--- config.mk ---
export PLATFORM = sky130hd
export DESIGN_NAME = mem_wb_unit
export DESIGN_NICKNAME = d
export VERILOG_FILES = /design/src/rtl/mem_wb_unit_pkg.sv /design/src/rtl/mem_wb_unit_load_align.sv /design/src/rtl/mem_wb_unit.sv
export SDC_FILE = /design/constraint.sdc
export NUM_CORES = 1
export LEC_CHECK = 0
export ABC_AREA = 1
export CAP_MARGIN = 20
export CORE_MARGIN = 4
export CORE_UTILIZATION = 43
export DETAILED_ROUTE_END_ITERATION = 8
export GPL_TIMING_DRIVEN = 0
export PLACE_DENSITY = 0.86
export SYNTH_ARGS = -nofsm -noshare
export SYNTH_HDL_FRONTEND = slang
export SYNTH_SLANG_ARGS = --single-unit
--- constraint.sdc ---
create_clock -name clk -period 3.8 [get_ports clk]
set_clock_uncertainty 0.1 [all_clocks]
set_input_delay 0.76 -clock clk [delete_from_list [all_inputs] [get_ports clk]]
set_output_delay 0.76 -clock clk [all_outputs]
set_load 0.01 [all_outputs]
--- src/rtl/mem_wb_unit_pkg.sv ---
// Shared RV32I types for the MEM/WB slice: load/store width codes and the memory-access FSM states.
// Also holds the misalignment classifier used when MEM_MISALIGN_CHECK_EN is defined.
package rv32i_types;

    typedef enum logic [2:0] {
        LB  = 3'b000,
        LH  = 3'b001,
        LW  = 3'b010,
        LBU = 3'b100,
        LHU = 3'b101
    } load_funct3_t;

    typedef enum logic [2:0] {
        SB = 3'b000,
        SH = 3'b001,
        SW = 3'b010
    } store_funct3_t;

    typedef enum logic [0:0] {
        IDLE = 1'b0,
        WAIT = 1'b1
    } mem_wb_state_t;

    // Word ops need a word-aligned address; halfword ops must not straddle the word boundary.
    function automatic logic is_misaligned(input logic [2:0] funct3,
                                           input logic       is_store,
                                           input logic [1:0] addr_lo);
        logic res;
        case (funct3)
            3'b010:  res = (addr_lo != 2'b00);
            3'b001:  res = (addr_lo == 2'b11);
            3'b101:  res = (!is_store) && (addr_lo == 2'b11);
            default: res = 1'b0;
        endcase
        return res;
    endfunction

endpackage

--- src/rtl/mem_wb_unit_load_align.sv ---
// Combinational load-data lane selection and sign/zero extension.
// Kept standalone so a forwarding path can reuse the same alignment.
module load_align
    import rv32i_types::*;
#(
    parameter int XLEN = 32
) (
    input  logic [2:0]      funct3,
    input  logic [1:0]      addr_lo,
    input  logic [XLEN-1:0] rdata,
    output logic [XLEN-1:0] data_ext
);

    logic [7:0]  w_byte;
    logic [15:0] w_half;

    // Select the addressed byte/halfword lane, then extend by width code.
    always_comb begin
        w_byte   = rdata[{addr_lo, 3'b000} +: 8];
        w_half   = addr_lo[1] ? rdata[31:16] : rdata[15:0];
        data_ext = rdata;
        case (load_funct3_t'(funct3))
            LB:      data_ext = {{(XLEN-8){w_byte[7]}}, w_byte};
            LBU:     data_ext = {{(XLEN-8){1'b0}}, w_byte};
            LH:      data_ext = {{(XLEN-16){w_half[15]}}, w_half};
            LHU:     data_ext = {{(XLEN-16){1'b0}}, w_half};
            LW:      data_ext = rdata;
            default: data_ext = rdata;
        endcase
    end

endmodule

--- src/rtl/mem_wb_unit.sv ---
// Data-cache handshake control plus the MEM/WB pipeline register.
// Optional misaligned-access trap enabled by defining MEM_MISALIGN_CHECK_EN.
module mem_wb_unit
    import rv32i_types::*;
#(
    parameter int XLEN = 32,
    parameter int RA_W = 5
) (
    input  logic            clk,
    input  logic            rst,
    input  logic            valid_mem,
    input  logic            load_mem,
    input  logic            store_mem,
    input  logic            regwrite_mem,
    input  logic [2:0]      funct3_mem,
    input  logic [RA_W-1:0] rd_mem,
    input  logic [XLEN-1:0] alu_buffered,
    input  logic [1:0]      addr_lo,
    input  logic            dmem_resp,
    input  logic [XLEN-1:0] dmem_rdata,
    output logic            dmem_read,
    output logic            dmem_write,
    output logic            stall_mem,
`ifdef MEM_MISALIGN_CHECK_EN
    output logic            misalign_err,
`endif
    output logic            wb_valid,
    output logic            wb_regwrite,
    output logic [RA_W-1:0] wb_rd,
    output logic [XLEN-1:0] wb_data
);

    mem_wb_state_t   r_state;
    logic            w_memop;
    logic            w_misalign;
    logic            w_req;
    logic [XLEN-1:0] w_load_data;

    assign w_memop = valid_mem & (load_mem | store_mem);

`ifdef MEM_MISALIGN_CHECK_EN
    assign w_misalign   = w_memop & is_misaligned(funct3_mem, store_mem, addr_lo);
    assign misalign_err = w_misalign;
`else
    assign w_misalign   = 1'b0;
`endif

    // A trapped access never reaches the cache, so it neither requests nor stalls.
    assign w_req      = w_memop & ~w_misalign;
    assign dmem_read  = w_req & load_mem;
    assign dmem_write = w_req & store_mem;
    assign stall_mem  = w_req & ~dmem_resp;

    load_align #(
        .XLEN (XLEN)
    ) u_load_align (
        .funct3   (funct3_mem),
        .addr_lo  (addr_lo),
        .rdata    (dmem_rdata),
        .data_ext (w_load_data)
    );

    // Access FSM: tracks whether the cache still owes a response.
    always_ff @(posedge clk) begin
        if (!rst) begin
            r_state <= IDLE;
        end else begin
            case (r_state)
                IDLE:    r_state <= (w_req && !dmem_resp) ? WAIT : IDLE;
                WAIT:    r_state <= dmem_resp ? IDLE : WAIT;
                default: r_state <= IDLE;
            endcase
        end
    end

    // WB register: loads every cycle; stall and empty slots become bubbles holding rd/data.
    always_ff @(posedge clk) begin
        if (!rst) begin
            wb_valid    <= 1'b0;
            wb_regwrite <= 1'b0;
            wb_rd       <= '0;
            wb_data     <= '0;
        end else if (stall_mem) begin
            wb_valid    <= 1'b0;
            wb_regwrite <= 1'b0;
        end else if (w_misalign) begin
            wb_valid    <= 1'b1;
            wb_regwrite <= 1'b0;
            wb_rd       <= rd_mem;
            wb_data     <= alu_buffered;
        end else if (valid_mem) begin
            wb_valid    <= 1'b1;
            wb_regwrite <= regwrite_mem & (rd_mem != '0) & ~store_mem;
            wb_rd       <= rd_mem;
            wb_data     <= load_mem ? w_load_data : alu_buffered;
        end else begin
            wb_valid    <= 1'b0;
            wb_regwrite <= 1'b0;
        end
    end

endmodule

# Yosys cells after proc, flatten, opt, wreduce, memory -nomap -nowiden
# Index checks and enable logic that the tools add are counted.
[op_classes]
eq_ne = 3
shifts = 1
muxes = 4
n_bitwise = 12
reduce_logical = 5
[op_table]
columns = ["cell", "n"]
rows = [
  ["$pmux 32 s4", 1],
  ["$mux 32", 1],
  ["$shiftx 32x6->8", 1],
  ["$mux 16", 1],
  ["$and 1x1->1", 6],
  ["$eq 3x3->1 const B", 2],
  ["$not 1->1", 5],
  ["$reduce_bool 5->1", 1],
  ["$eq 3x1->1 const B", 1],
  ["$logic_not 3->1", 1],
  ["$reduce_or 3->1", 1],
  ["$reduce_and 2->1", 1],
  ["$reduce_or 2->1", 1],
  ["$mux 1", 1],
  ["$or 1x1->1", 1],
]
[word_totals]
ff_bits = 39
input_bits = 81
out_inout_bits = 42
wordCells = 29

# Logic depth before layout (Yosys ltp)
[depth]
ltp_word = 5
depth_mapped = 9
mapped_depth_nobuf = 9

# Cells and area by module
# Synthesis repeated with hierarchy kept, for this count alone.
[hier_totals]
hier_cells = 515
area_unflattened_um2 = 2900.3
[modules_own_cells]
columns = ["mod", "instances", "cells_per_inst", "area_per_inst_um2", "seq_area_each_um2"]
rows = [
  ["mem_wb_unit", 1, 356, 2088.3, 780.7],
  ["load_align", 1, 159, 812.0, 0.0],
]

# Least setup slack after synthesis
# OpenSTA, ideal clock, no wires.
[synth_timing]
kind = "input to output"
start = "input port load_mem"
end = "output port stall_mem"
arrival_time_ns = 1.452
t_required_ns = 2.940
slack_ns = 1.488
cell_stages = 4
n_path_buf = 2
cell_sequence = "clkbuf_1 -> buf_2 -> nand2_1 -> a21oi_1"
[synth_between]
elab_chain_len = 3
[synth_rtl]
columns = ["item", "line_no", "text"]
rows = [
  ["from (decl)", "mem_wb_unit.sv:12", "input logic load_mem,"],
  ["$or 1x1->1", "mem_wb_unit.sv:39", "assign w_memop = valid_mem & (load_mem | store_mem);"],
  ["$and 1x1->1", "mem_wb_unit.sv:39", ""],
  ["$and 1x1->1", "mem_wb_unit.sv:52", "assign stall_mem = w_req & ~dmem_resp;"],
  ["to (decl)", "mem_wb_unit.sv:23", "output logic stall_mem,"],
]
# Every way passes these cells.

# Final worst setup path
# Same ends and word-level chain as after synthesis.

==> results_dict.tcl <==
set metrics [dict create \
    synth_seq_cells 39 \
    n_antenna_cell 0 \
    min_path_type "flip-flop to flip-flop" \
    cp_slowest_cell "clkdlybuf4s50_1" \
    status "finished, final reports clean" \
    period_share_pct 94.7 \
    cts.sinks 39 \
    first_pass_iters 5 \
    drc 0 \
    finalSetupTns_ps 0 \
    synth_cells 365 \
    grt_first_pass_wirelength_um 13000 \
    hold_buffers 0 \
    netlist_area_mm2 0.00235 \
    ir_drop_v 0.000202 \
    rsz0062_at_grt "no" \
    grt_antenna_before_repair 0 \
    areaGrowthSynthToFinish_pct 59.9 \
    core_area_mm2 0.00520 \
    final-setup-viol-count 0 \
    yosysWarnings 0 \
    slew_violations 0 \
    post-cts-setup-buffers 0 \
    power_mw 1.17 \
    overflow 0 \
    num_vias 2978 \
    wl_met2_um 3980 \
    critPathArrivalTime_ps 2740 \
    max-slew-margin-rel_pct 64.9 \
    dr.first_iter.drc_count 198 \
    avgSynthCellArea_um2 6.45 \
    fin_area_mm2 0.00377 \
    fillers 471 \
    grtUsageTotal_pct 24.7 \
    hold_end "wb_data[6]" \
    cp_cell_sequence "clkdlybuf4s50_1, clkbuf_1, buf_2, nand2_1, a21oi_1, clkdlybuf4s50_1" \
    rrSetupSlack_ps 2990 \
    antenna_left 0 \
    finalHoldViolCount 0 \
    clk_latency_ps 290 \
    ys_types 28 \
    vias_per_cell 5.28 \
    placed_cells 556 \
    reg2reg_to "wb_data[8]" \
    htree_levels 2 \
    r2r_cells 2 \
    maxCapViolations 0 \
    clockBufferDepth 2 \
    initial_core_util_pct 45.2 \
    path_common_cell "clkdlybuf4s50_1" \
    worst_pin_slew_ps 527 \
    cts_made_buffers 5 \
    cts-root-buf "clkbuf_8" \
    cts_tree "yes" \
    crit_path_end_kind "output pin" \
    p_leak_nw 1.62 \
    worstPathRequired_ps 2940 \
    critPathLaunchType "input pin" \
    rows 26 \
    cp_slowest_stage_delay_ps 570 \
    max_freq_mhz 278 \
    port_buffers 121 \
    hold_start "wb_data[6]" \
    finalWeightedCongestion 0.890 \
    dp_hpwl_um 6720 \
    min_period_ps 3600 \
    finalNonFillerCells 564 \
    dieArea_mm2 0.00672 \
    powerDensity_mw_per_mm2 310 \
    drive_gt1_share_pct 11.3 \
    maxUsedRoutingLayer "met4" \
    r2r-start "wb_data[8]" \
    routedWlPerCell_um 14.9 \
    cp_max_fo 10 \
    cts.repair.resized 0 \
    nNetsFinal 574 \
    setup.worst_path.class "input pin to output pin" \
    synth_seq_area_share_pct 33.2 \
    syn_nets 446 \
    wl_met3_um 911 \
    ioPinCount 123 \
    hold_depth 2 \
    die_h_um 82 \
    grt_max_degree 14 \
    drt-total-wl_um 8400 \
    die_x_um 82 \
    placed_cell_area_mm2 0.00365 \
    clk_pin_slew_ps 90 \
    drt-met1-wl_um 3410 \
    first_global_vias 2857 \
    holdWs_ps 375 \
]
-- per-stage QoR --
stage | setup slack (ps) | utilization, %
after detailed placement | 187 | 70.2
after CTS | 209 | 72.4
final | 202 | 72.4
after global placement | 211 | 70.2
after global routing | 62.5 | 72.4
after floorplan | 1490 | -
-- how the worst max path moves through the flow --
| stage | startpoint | end |
|---|---|---|
| final | load_mem | stall_mem |
| after global routing | load_mem | stall_mem |
| after CTS | load_mem | stall_mem |
| after detailed placement | load_mem | stall_mem |
| after global placement | load_mem | stall_mem |
| after floorplan | load_mem | stall_mem |
-- synth_stat cells --
library cell   n  area share [%]
o21a_1         1            0.32
clkbuf_1      12             1.9
a21oi_1       66              14
nand2_1       84              13
buf_1          2            0.32
nand2_4        2            0.96
nor2_1        18             2.9
o21ai_1        6             1.3
inv_1         15             2.4
or2_2         17             4.5
buf_4          1            0.32
nor3_1         1            0.21
nand2_2        1            0.27
nand3_2        3             1.3
o22ai_1        3            0.80
a31oi_1        2            0.53
o21ai_0       36             7.7
inv_2          6            0.96
nor4_1         1            0.27
a21oi_2        5             1.9
clkbuf_2       1            0.21
and2_4         1            0.37
o211ai_1       3            0.96
dfxtp_1       39              33
nand3_1       28             6.0
buf_2          6             1.3
nor2_2         2            0.53
buf_6          3             1.4
-- power breakdown --
part / switching, mW / internal [mW] / total [mW]
registers: 0.0158 / 0.440 / 0.456
logic: 0.165 / 0.190 / 0.355
clock network: 0.160 / 0.196 / 0.356
total: 0.340 / 0.826 / 1.17
-- cells by family after synthesis --
kind of cell / count (synthesis) / synth area share, %
AND/OR/NAND/NOR: 158 / 30.6
flip-flops: 39 / 33.2
AO/OA/AOI/OAI: 122 / 27.4
buffers and inverters: 46 / 8.82
-- flip-flops by register name, indices dropped and copies added, names as in the netlist --
signal and flops:
wb_rd 5, wb_regwrite 1, wb_valid 1, wb_data 32
-- placed cells by master (no fill, tap or decap), types with 12 or more instances in the layout --
master,count
a21oi_1,66
clkbuf_1,12
clkdlybuf4s50_1,121
dfxtp_1,39
inv_1,15
nand2_1,84
nand3_1,28
nor2_1,18
o21ai_0,36
or2_2,17
-- metal layers --
metal,vias up,track usage (%)
met1,1365,29.1
met5,-,0
met4,0,4.98
met3,11,9.10
li1,1477,-
met2,125,42.9
-- critical path, delay by kind of cell --
kind | cells | cell delay, ps
buf+inv | 4 | 1750
compound gates | 1 | 140
simple gates | 1 | 100
-- final cells by class --
| type | count | area [um^2] | area share, % |
|---|---|---|---|
| Clock buffer | 5 | 68.8 | 1.83 |
| Sequential cell | 39 | 781 | 20.7 |
| Inverter | 21 | 78.8 | 2.09 |
| Timing Repair Buffer | 121 | 1210 | 32.2 |
| Clock inverter | 3 | 43.8 | 1.16 |
| Multi-Input combinational cell | 280 | 1370 | 36.3 |
| Tap cell | 70 | 87.6 | 2.33 |
| Buffer | 25 | 129 | 3.42 |
No activity file was read; power rests on OpenSTA's default activity.
